## config.mk

```make
export PLATFORM = sky130hd
export DESIGN_NAME = rs_alu_issue
export DESIGN_NICKNAME = d
export VERILOG_FILES = /design/src/rtl/rs_alu_issue_pkg.sv /design/src/rtl/rs_alu_age_sel.sv /design/src/rtl/rs_alu_issue.sv
export SDC_FILE = /design/constraint.sdc
export NUM_CORES = 1
export LEC_CHECK = 0
export BUFFER_PORTS_ARGS = -buffer_cell sky130_fd_sc_hd__clkbuf_2
export CAP_MARGIN = 40
export CORE_UTILIZATION = 30
export DETAILED_ROUTE_END_ITERATION = 7
export HOLD_SLACK_MARGIN = 0.15
export REMOVE_ABC_BUFFERS = 1
export SLEW_MARGIN = 20
export SYNTH_ARGS = -nofsm -noshare
export SYNTH_HDL_FRONTEND = slang
export SYNTH_SLANG_ARGS = --single-unit
```

## constraint.sdc

```tcl
create_clock -name clk -period 9 [get_ports clk]
set_clock_uncertainty 0.2 [all_clocks]
set_input_delay 1.35 -clock clk [delete_from_list [all_inputs] [get_ports clk]]
set_output_delay 1.35 -clock clk [all_outputs]
set_load 0.05 [all_outputs]
```

## src/rtl/rs_alu_issue_pkg.sv

```systemverilog
// rs_alu_issue_pkg: shared sizing constants and the wakeup-slot record for the ALU issue block
package rs_alu_issue_pkg;
  localparam int ENT_NUM = 16;
  localparam int ENT_SEL = 4;
  localparam int RRF_SEL = 6;
  localparam int SPECTAG_LEN = 5;
  localparam int DLY_LEN = 2;
  localparam int MAX_DLY = 3;
  typedef struct packed {
    logic valid;
    logic [RRF_SEL-1:0] rrftag;
    logic [SPECTAG_LEN-1:0] spectag;
    logic [DLY_LEN-1:0] countdown;
  } wake_slot_t;
endpackage

```

## src/rtl/rs_alu_age_sel.sv

```systemverilog
// rs_alu_age_sel: eligible-vector to index picker; RS_ALU_ISSUE_AGE_EN selects oldest (rrftag-rrfptr), else lowest index
module rs_alu_age_sel
  import rs_alu_issue_pkg::*;
#(
  parameter int ENT_NUM = rs_alu_issue_pkg::ENT_NUM,
  parameter int ENT_SEL = rs_alu_issue_pkg::ENT_SEL,
  parameter int RRF_SEL = rs_alu_issue_pkg::RRF_SEL
) (
  input  logic [ENT_NUM-1:0]         elig,
  input  logic [ENT_NUM*RRF_SEL-1:0] age_vec,
  input  logic [RRF_SEL-1:0]         rrfptr,
  output logic                       sel,
  output logic [ENT_SEL-1:0]         idx
);
`ifdef RS_ALU_ISSUE_AGE_EN
  logic [RRF_SEL-1:0] age, best;
  always_comb begin
    sel = 1'b0;
    idx = '0;
    best = '0;
    age = '0;
    for (int i = 0; i < ENT_NUM; i++) begin
      age = age_vec[i*RRF_SEL +: RRF_SEL] - rrfptr;
      if (elig[i] && (!sel || age < best)) begin
        sel = 1'b1;
        idx = i[ENT_SEL-1:0];
        best = age;
      end
    end
  end
`else
  logic unused_age;
  assign unused_age = ^{age_vec, rrfptr};
  always_comb begin
    sel = 1'b0;
    idx = '0;
    for (int i = ENT_NUM - 1; i >= 0; i--) begin
      if (elig[i]) begin
        sel = 1'b1;
        idx = i[ENT_SEL-1:0];
      end
    end
  end
`endif
endmodule

```

## src/rtl/rs_alu_issue.sv

```systemverilog
// rs_alu_issue: ALU reservation-station select, issue register and delayed wakeup; RS_ALU_ISSUE_AGE_EN enables oldest-first select
module rs_alu_issue
  import rs_alu_issue_pkg::*;
#(
  parameter int ENT_NUM = rs_alu_issue_pkg::ENT_NUM,
  parameter int ENT_SEL = rs_alu_issue_pkg::ENT_SEL,
  parameter int RRF_SEL = rs_alu_issue_pkg::RRF_SEL,
  parameter int SPECTAG_LEN = rs_alu_issue_pkg::SPECTAG_LEN,
  parameter int DLY_LEN = rs_alu_issue_pkg::DLY_LEN
) (
  input  logic                           clk,
  input  logic                           rst,
  input  logic [ENT_NUM-1:0]             ready_vec,
  input  logic [ENT_NUM*RRF_SEL-1:0]     age_vec,
  input  logic [ENT_NUM*DLY_LEN-1:0]     dly_vec,
  input  logic [ENT_NUM-1:0]             dst_vec,
  input  logic [ENT_NUM*SPECTAG_LEN-1:0] spec_vec,
  input  logic [RRF_SEL-1:0]             rrfptr,
  input  logic                           prmiss,
  input  logic [SPECTAG_LEN-1:0]         specfixtag,
  input  logic                           exe_stall,
  output logic                           clear_busy,
  output logic [ENT_SEL-1:0]             issue_addr,
  output logic                           iss_valid,
  output logic [ENT_SEL-1:0]             iss_addr,
  output logic [SPECTAG_LEN-1:0]         iss_spectag,
  output logic                           wake_valid,
  output logic [RRF_SEL-1:0]             wake_rrftag
);
  wake_slot_t [MAX_DLY:0] slot, slot_n;
  logic [MAX_DLY:0] resv, resv_sh;
  logic [ENT_NUM-1:0] elig;
  logic ld, sel;
  logic [ENT_SEL-1:0] idx;
  logic [DLY_LEN-1:0] d;
  logic [RRF_SEL-1:0] tag;
  logic [SPECTAG_LEN-1:0] spec;
  always_comb begin
    for (int k = 0; k <= MAX_DLY; k++) resv[k] = slot[k].valid;
    resv_sh = exe_stall ? resv : resv >> 1;
    ld = !exe_stall || !iss_valid;
    for (int i = 0; i < ENT_NUM; i++)
      elig[i] = !rst && ld && ready_vec[i] && !resv_sh[dly_vec[i*DLY_LEN +: DLY_LEN]] &&
                !(prmiss && |(spec_vec[i*SPECTAG_LEN +: SPECTAG_LEN] & specfixtag));
    wake_valid = !exe_stall && slot[0].valid && slot[0].countdown == '0 &&
                 !(prmiss && |(slot[0].spectag & specfixtag));
    wake_rrftag = wake_valid ? slot[0].rrftag : '0;
  end
  rs_alu_age_sel #(.ENT_NUM(ENT_NUM), .ENT_SEL(ENT_SEL), .RRF_SEL(RRF_SEL)) u_sel (
    .elig(elig),
    .age_vec(age_vec),
    .rrfptr(rrfptr),
    .sel(sel),
    .idx(idx)
  );
  always_comb begin
    clear_busy = sel;
    issue_addr = idx;
    d = dly_vec[idx*DLY_LEN +: DLY_LEN];
    tag = age_vec[idx*RRF_SEL +: RRF_SEL];
    spec = spec_vec[idx*SPECTAG_LEN +: SPECTAG_LEN];
    slot_n = exe_stall ? slot : slot >> $bits(wake_slot_t);
    for (int k = 0; k <= MAX_DLY; k++) begin
      if (!exe_stall) slot_n[k].countdown = slot_n[k].countdown - 1'b1;
      if (prmiss && |(slot_n[k].spectag & specfixtag)) slot_n[k].valid = 1'b0;
    end
    if (sel && dst_vec[idx]) slot_n[d] = '{valid: 1'b1, rrftag: tag, spectag: spec, countdown: d};
  end
  always_ff @(posedge clk) begin
    if (rst) begin
      iss_valid <= 1'b0;
      iss_addr <= '0;
      iss_spectag <= '0;
      slot <= '0;
    end else begin
      iss_valid <= ld ? sel : iss_valid && !(prmiss && |(iss_spectag & specfixtag));
      if (sel) begin
        iss_addr <= idx;
        iss_spectag <= spec;
      end
      slot <= slot_n;
    end
  end
endmodule

```

# == After elaboration in Yosys (flattened, before gate mapping) ==
# Cells that the tools add are included.
# op_classes
n_addsub,4
multipliers,2
n_lt_le_gt_ge,19
shift,3
muxes,82
bitwise_logic,22
reduce_logical,138
# ops
cell,n
56-bit 2-to-1 mux,2
5-bit AND,22
5-bit OR reduction,22
96-bit by 8-bit variable part select with 6-bit output,1
80-bit by 8-bit variable part select with 5-bit output,1
1-bit logical AND,77
4-bit 2-to-1 mux,17
56-bit bitwise mux,1
"2-bit by 3-bit less-than comparator with 1-bit output, second input constant",17
1-bit 2-to-1 mux,38
1-bit logical NOT,37
1-bit binary-select mux with 2-bit select,16
32-bit by 6-bit variable part select with 2-bit output,1
14-bit demux with 2-bit select,1
14-bit 2-to-1 mux,1
2-bit 2-to-1 mux,4
"2-bit by 1-bit subtractor with 2-bit output, second input constant",4
"4-bit by 3-bit multiplier with 7-bit output, second input constant",1
"4-bit by 2-bit multiplier with 6-bit output, second input constant",1
6-bit 2-to-1 mux,1
"4-bit by 5-bit less-than comparator with 1-bit output, second input constant",1
1-bit binary-select mux with 4-bit select,1
"2-bit by 1-bit >= comparator with 1-bit output, second input constant",1
2-bit logical NOT,1
1-bit logical OR,1
# word_totals
regBits,66
in_bits,255
output_inout_bits,22
wordCells,289

# == Depth between registers and ports, before layout ==
# Gate-level depths: netlist (run 1).
# depth
ltp_word,29
ltp_mapped,19
ltp_nobuf,13

# == By module ==
# From an unflattened synthesis (run 1), not the netlist that was laid out.
# hier_totals
hier_cells,631
area_unflattened_um2,6137.1
# by_module_without_submodules
mod,n_inst,cells_per_inst,area_per_inst_um2,seq_area_each_um2
rs_alu_issue,1,598,5958.2,1321.3
rs_alu_age_sel,1,33,178.9,0.0

# == Worst setup path before layout (run 1) ==
# No wires, ideal clock.
# synth_timing
path_kind,input to output
from,input port exe_stall
to,output port issue_addr[2]
arrival_ps,4053
required_ps,7450
slack_ps,3397
path_stages,12
n_path_buf,5
path_cell_list,buf_6 -> nand2b_4 -> buf_6 -> o221a_1 -> nor4_1 -> a211oi_1 -> or4_1 -> buf_2 -> nand2b_1 -> a21oi_2 -> buf_2 -> buf_2
# synth_via
elab_chain_len,22
elab_cells_between_ends,116
cone_classes,mux (49); reduce/logical (67)
# synth_rtl
element,line,rtl
from (decl),rs_alu_issue.sv:21,"input logic exe_stall,"
4-bit 2-to-1 mux or 1-bit logical NOT (tied branches),n/a,
1-bit binary-select mux with 2-bit select or 1-bit logical OR (tied branches),"rs_alu_issue.sv:43, rs_alu_issue.sv:41",
1-bit 2-to-1 mux (implied by the code) or 1-bit logical AND (tied branches),rs_alu_issue.sv:43,elig[i] = !rst && ld && ready_vec[i] && !resv_sh[dly_vec[i*DLY_LEN +: DLY_LEN]] &&
1-bit logical NOT or 1-bit logical AND (tied branches),rs_alu_issue.sv:43,
1-bit logical AND (2 in a row),rs_alu_issue.sv:43,
4-bit 2-to-1 mux (15 in a row),rs_alu_age_sel.sv:38,if (elig[i]) begin
4-bit 2-to-1 mux *,rs_alu_age_sel.sv:38,
to (decl),rs_alu_issue.sv:23,"output logic [ENT_SEL-1:0] issue_addr,"
# Every way passes the cells marked *; elsewhere a longest branch is shown, timed or not. The select of a mux whose other input is x is not followed.

# == Worst setup path in the final report (run 1) ==
# Ends and elaborated chain as after synthesis.

==> run summary, run 1 <==
total routing usage reported by global routing -> 20.1%
FF-to-FF setup slack -> 3.60 ns
# diodes -> 0
vias in the first global route -> 6,922
worst setup path class -> primary input to output port
Worst Setup Start Kind -> primary input
DR WL/cell -> 18.5 microns
number of instances in the synthesized netlist -> 815
fraction of final layout cells with drive strength greater than 1 -> 37.0%
final period demand of the worst path -> 6.42 ns
Leak -> 4.33 nW
clock root buffer -> sky130_fd_sc_hd__clkbuf_16
post-cts hold buffer count -> 0
number of placement rows -> 55
maximum buffer depth of the clock tree -> 2
Hold Path Class -> register to register
placed cell count -> 1,340
data arrival at the endpoint of the critical path -> 4.87 ns
die height -> 155 microns
Relative slew margins -> 43.9%
Reg clk slew, reported paths -> 0.05 ns
final setup TNS -> 0 ns
mean post-synth cell area -> 8.67 sq um
combined area of the multi-input logic cells -> 5260 sq um
final-report max-slew violation count -> 0
Crit. End Element -> output port
Post-CTS Repair Setup Buffers -> 0
outcome -> finished, final reports clean
footprint of the flip-flops and latches -> 1320 sq um
GR Overflow Total -> 0
non-filler cells, final -> 1,354
Netlist Area Pre-Place -> 7060 sq um
number of storage elements in the synthesis netlist -> 66
Port Buffers -> 270
DRC violations left -> 0
antenna violations before repair -> 2
number of iterations in the first detailed-routing pass -> 8
setup slack of the critical path after layout -> 2.58 ns
vias post-DR -> 7,424
first-pass GRT wire length -> 37,900 microns
highest clock frequency the design can meet -> 0.156 GHz
worst ir drop on vdd -> 0.113 mV
insertion delay to the later sink of the worst-skew pair -> 0.33 ns
dpl ws -> 2.40 ns
number of levels in the clock H-tree -> 3
number of filler instances in the final layout -> 2,419
async set-reset flop share out of synthesis -> 0%
highest net fanout along the worst path -> 47
post-cts repair resize count -> 0
RSZ-0062 raised after global routing -> false
number of DRC markers after the initial detailed-route iteration -> 636
Antenna Violating Nets Remaining -> 0
global placement routability congestion -> 0.877
initial core utilization -> 30.9%
vias per inst -> 5.48
core region area -> 22,800 sq um
HPWL reported at the end of detailed placement -> 19,200 microns
data required time of the critical path -> 7.45 ns
width of the die -> 155 microns
TritonCTS clock tree -> yes
Primary FF master, synth -> sky130_fd_sc_hd__dfxtp_1
number of buffers created by CTS -> 9
I/O pin cnt -> 277
Yosys warnings -> 0
number of hold-slack violations in the final timing report -> 0
number of endpoints failing setup at the final stage -> 0
portion of the clock cycle consumed by the worst path in the final layout -> 71.4%
EDFF count, synth -> 0
Total Die Area -> 24,200 sq um
Nets -> 1,293
measured slew at the worst slew-check pin -> 0.840 ns
final cell utilization of the core -> 38.5%
sequential-to-total area share from yosys stat -> 18.7%
Total Wirelength -> 25,000 microns
Synth-to-Final Area Change -> 24.5%
clock sink count -> 66
# Max-Cap Violations -> 0
post-synth cell types -> 73
power density over the cells -> 228 nW/um^2
maximum number of pins on one net before global-route repair -> 52
[Yosys cell counts (all sizes together), types with 8 or more instances]
cell / n / area (sq um)
a211o: 12 / 105
a211oi: 17 / 133
a21oi: 23 / 130
a222oi: 21 / 210
a22oi: 26 / 200
a311oi: 10 / 87.6
and2: 19 / 119
buf: 43 / 347
clkbuf: 30 / 113
dfxtp: 66 / 1320
inv: 10 / 40.1
mux2: 42 / 473
mux2i: 141 / 1410
mux4: 19 / 428
nand2: 150 / 563
nand3: 19 / 95.1
nor2: 14 / 68.8
nor3: 15 / 75.1
o211ai: 13 / 135
o21ai: 15 / 78.8
o221ai: 8 / 70.1
o22ai: 9 / 56.3
xor2: 17 / 149
[kinds of logic (layout without fill, tap and decap cells)]
family	Yosys count	after routing	share of synthesized area, %
compound gates	188	188	21.9
simple gates	256	256	17.2
mux	202	202	32.7
flops	66	66	18.7
buf+inv	84	310	7.12
xor+xnor	19	19	2.36
[path summary, 6_finish.rpt]
| path | startpoint | depth (start not counted) | end |
|---|---|---|---|
| setup / recovery | exe_stall | 10 | issue_addr[2] |
| hold / removal | slot[52] | 2 | slot[52] |
| setup reg to reg | resv[3] | 15 | slot[39] |
| hold reg to reg | slot[52] | 2 | slot[52] |
[layout make-up]
cell class	instances	share of cell area, %
Clock buffer	10	2.60
Clock inverter	4	0.512
Inverter	11	0.498
Multi-Input combinational cell	665	59.7
Sequential cell	66	15.0
Tap cell	313	4.45
Timing Repair Buffer	285	17.2
[worst max-delay path, cell delays in order]
cell	delay [ns]
sky130_fd_sc_hd__buf_4	0.38
sky130_fd_sc_hd__buf_4	0.59
sky130_fd_sc_hd__a21oi_4	0.27
sky130_fd_sc_hd__nand2_1	0.18
sky130_fd_sc_hd__a211oi_1	0.09
sky130_fd_sc_hd__or4_1	0.73
sky130_fd_sc_hd__nand2b_1	0.31
sky130_fd_sc_hd__a21oi_4	0.42
sky130_fd_sc_hd__buf_16	0.22
sky130_fd_sc_hd__clkbuf_2	0.29
[metrics by stage]
stage | power, W | hold WS, ns | area, sq um
floorplan | 0.00131 | 0.237 | 6610
global placement | 0.00164 | 0.244 | 8430
detailed placement | 0.00168 | 0.252 | 8520
CTS | 0.00202 | 0.259 | 8800
global route | 0.00214 | 0.276 | 8800
finish | 0.00200 | 0.257 | 8800
[flip-flops by register name, indices dropped and copies added (netlist names)]
name         count
iss_spectag      5
iss_valid        1
slot            52
resv             4
iss_addr         4
[layout by cell type (no fill, tap or decap), types with 10 or more instances in the layout]
| master | netlist | layout |
|---|---|---|
| sky130_fd_sc_hd__nor3_1 | 15 | 15 |
| sky130_fd_sc_hd__and2_1 | 18 | 18 |
| sky130_fd_sc_hd__buf_4 | 2 | 11 |
| sky130_fd_sc_hd__mux2i_1 | 141 | 141 |
| sky130_fd_sc_hd__dfxtp_1 | 66 | 66 |
| sky130_fd_sc_hd__a311oi_1 | 10 | 10 |
| sky130_fd_sc_hd__nand2_1 | 150 | 150 |
| sky130_fd_sc_hd__a21oi_1 | 21 | 21 |
| sky130_fd_sc_hd__clkbuf_2 | 0 | 269 |
| sky130_fd_sc_hd__a211oi_1 | 16 | 16 |
| sky130_fd_sc_hd__a211o_1 | 12 | 12 |
| sky130_fd_sc_hd__a222oi_1 | 21 | 21 |
| sky130_fd_sc_hd__mux2_2 | 42 | 42 |
| sky130_fd_sc_hd__o21ai_0 | 14 | 14 |
| sky130_fd_sc_hd__mux4_2 | 19 | 19 |
| sky130_fd_sc_hd__nor2_1 | 13 | 13 |
| sky130_fd_sc_hd__a22oi_1 | 25 | 25 |
| sky130_fd_sc_hd__xor2_1 | 17 | 17 |
| sky130_fd_sc_hd__nand3_1 | 19 | 19 |
[power by group]
group          switching (W)  leakage, nW  internal, W
logic               0.000697         3.66     0.000524
clock network       0.000123        0.138     0.000210
registers          0.0000673        0.539     0.000382
total               0.000887         4.33      0.00112
[per-layer routing]
metal	track usage (%)	vias up	share of wire (%)
met4	5.98	4	1.9
li1	-	3566	-
met5	0	-	0.092
met2	32.9	268	47
met1	26.6	3551	45
met3	3.98	35	6.2
Power figures use the tool's default switching activity.
==> run 2: changes to the inputs <==
==> constraint.sdc (replaced) <==
create_clock -name clk -period 6.3 [get_ports clk]
set_clock_uncertainty 0.2 [all_clocks]
set_input_delay 0.945 -clock clk [delete_from_list [all_inputs] [get_ports clk]]
set_output_delay 0.945 -clock clk [all_outputs]
set_load 0.05 [all_outputs]
==> run summary, run 2 (same netlist as run 1, synthesis figures left out) <==
outcome -> finished, final reports clean
HPWL reported at the end of detailed placement -> 19,500 microns
RSZ-0062 raised after global routing -> false
insertion delay to the later sink of the worst-skew pair -> 0.33 ns
DRC violations left -> 0
first element of the critical path -> exe_stall
DR WL/cell -> 18.6 microns
min-delay src -> slot[52]
vias per inst -> 5.44
data required time of the critical path -> 5.15 ns
Port Buffers -> 270
die height -> 155 microns
highest net fanout along the worst path -> 23
Post-CTS Repair Setup Buffers -> 0
portion of the clock cycle consumed by the worst path in the final layout -> 86.4%
I/O pin cnt -> 277
count of cells along the worst hold path -> 2
vias in the first global route -> 7,151
post-cts hold buffer count -> 0
clock sink count -> 66
number of placement rows -> 55
Leak -> 4.36 nW
vias post-DR -> 7,406
Reg clk slew, reported paths -> 0.05 ns
number of filler instances in the final layout -> 2,407
Crit. End Element -> output port
slowest stage cell on the critical path -> sky130_fd_sc_hd__or4_1
proportion of total power due to net switching -> 44.5%
fraction of final layout cells with drive strength greater than 1 -> 37.4%
global placement routability congestion -> 0.841
Flop pwr share -> 22.6%
Relative slew margins -> 50.5%
data arrival at the endpoint of the critical path -> 4.30 ns
register with the highest flop count -> slot
Hold Path Class -> register to register
Antenna Violating Nets Remaining -> 0
power density over the cells -> 326 nW/um^2
most frequent cells in the layout -> sky130_fd_sc_hd__clkbuf_2 (269), sky130_fd_sc_hd__nand2_1 (150), sky130_fd_sc_hd__mux2i_1 (141)
Largest register FFs -> 52
maximum buffer depth of the clock tree -> 2
startpoint of the most critical register-to-register path -> resv[3]
TritonCTS clock tree -> yes
Nets -> 1,299
worst setup path class -> primary input to output port
# Max-Cap Violations -> 0
Synth-to-Final Area Change -> 25.2%
clock root buffer -> sky130_fd_sc_hd__clkbuf_16
GR Overflow Total -> 0
part of the power in combinational logic -> 60.4%
core region area -> 22,800 sq um
non-filler cells, final -> 1,362
critical path, cell by cell -> buf_4 -> buf_4 -> xor2_1 -> nor3_1 -> nor4_1 -> a211oi_1 -> or4_1 -> nand2b_1 -> a21oi_4 -> buf_4 -> clkbuf_2
largest registers ranked by flip-flop count -> slot: 52 flops, iss_spectag: 5 flops
initial core utilization -> 30.9%
width of the die -> 155 microns
antenna violations before repair -> 2
number of DRC markers after the initial detailed-route iteration -> 554
worst ir drop on vdd -> 0.185 mV
final-report max-slew violation count -> 0
placed cell count -> 1,346
Power Internal -> 0.00160 W
Total Die Area -> 24,200 sq um
crit path to -> issue_addr[2]
Worst Setup Start Kind -> primary input
measured slew at the worst slew-check pin -> 0.742 ns
highest clock frequency the design can meet -> 0.184 GHz
final period demand of the worst path -> 5.44 ns
number of iterations in the first detailed-routing pass -> 7
logic depth of the worst register-to-register path -> 14
number of endpoints failing setup at the final stage -> 0
total routing usage reported by global routing -> 20.6%
FF-to-FF setup slack -> 1.31 ns
maximum number of pins on one net before global-route repair -> 51
first-pass GRT wire length -> 38,700 microns
net switching power of the design -> 0.00128 W
largest incremental delay on the critical path -> 0.71 ns
post-cts repair resize count -> 0
number of levels in the clock H-tree -> 3
capture point of the worst reg-to-reg path -> slot[28]
final setup TNS -> 0 ns
number of hold-slack violations in the final timing report -> 0
Total Wirelength -> 25,300 microns
most common cell after layout, fill and taps aside -> sky130_fd_sc_hd__clkbuf_2
Worst path most repeated cell -> sky130_fd_sc_hd__buf_4
# diodes -> 0
number of buffers created by CTS -> 9
Clk pwr share -> 17.0%
[run 2: changes by cell type in the layout (fill, tap and decap cells not counted), sizes merged]
cell      change
clkbuf        +1
buf           +6
clkinvlp      +2
clkinv        -1
[run 2: layout make-up]
type                            count  area, sq um  area share, %
Clock inverter                      5         55.1          0.622
Sequential cell                    66         1320           14.9
Multi-Input combinational cell    665         5260           59.4
Tap cell                          313          392           4.43
Clock buffer                       11          233           2.63
Inverter                           11         43.8          0.495
Timing Repair Buffer              291         1550           17.5
[run 2: critical path: cells and delay by family]
family	cells	cell delay, ns
and+or+nand+nor	4	1.48
buffers and inverters	4	1.35
xor gates and xnor gates	1	0.16
AOI/OAI and AO/OA	2	0.31
[run 2: layer usage]
metal  vias up  part of all wire (%)  routed length [microns]  track usage [%]
met5         -                  0.12                       30                0
met4         4                   1.7                      432             5.23
met3        37                   6.2                     1560             3.90
met2       261                    47                    11900             33.9
met1      3515                    45                    11400             27.5
li1       3589                     -                        -                -
[run 2: per-stage QoR]
step                utilization (%)  instance area, sq um  hold slack, ns  worst slack (ns)  total power [W]
finish                         38.7                  8850           0.260             0.856          0.00288
global route                   38.7                  8850           0.276             0.569          0.00307
CTS                            38.7                  8850           0.262             0.831          0.00290
detailed placement             37.5                  8560           0.253             0.546          0.00240
global placement               37.3                  8530           0.244             0.491          0.00237
floorplan                         -                  6610           0.237            -0.752          0.00188
[run 2: power by group through the flow]
stage / Clock, W / Sequential (W) / Combinational, W
2_1_floorplan: 0 / 0.000696 / 0.00118
3_3_place_gp: 0 / 0.000656 / 0.00172
3_5_place_dp: 0 / 0.000658 / 0.00174
4_1_cts: 0.000501 / 0.000650 / 0.00175
5_1_grt: 0.000518 / 0.000668 / 0.00189
6_report: 0.000490 / 0.000651 / 0.00174
[run 2: worst min-delay path by stage]
stage,end,slack (ns)
after global routing,slot[52],0.28
final,slot[52],0.26
after detailed placement,slot[52],0.25
after floorplan,slot[49],0.24
after global placement,iss_addr[1],0.24
after CTS,iss_addr[1],0.26
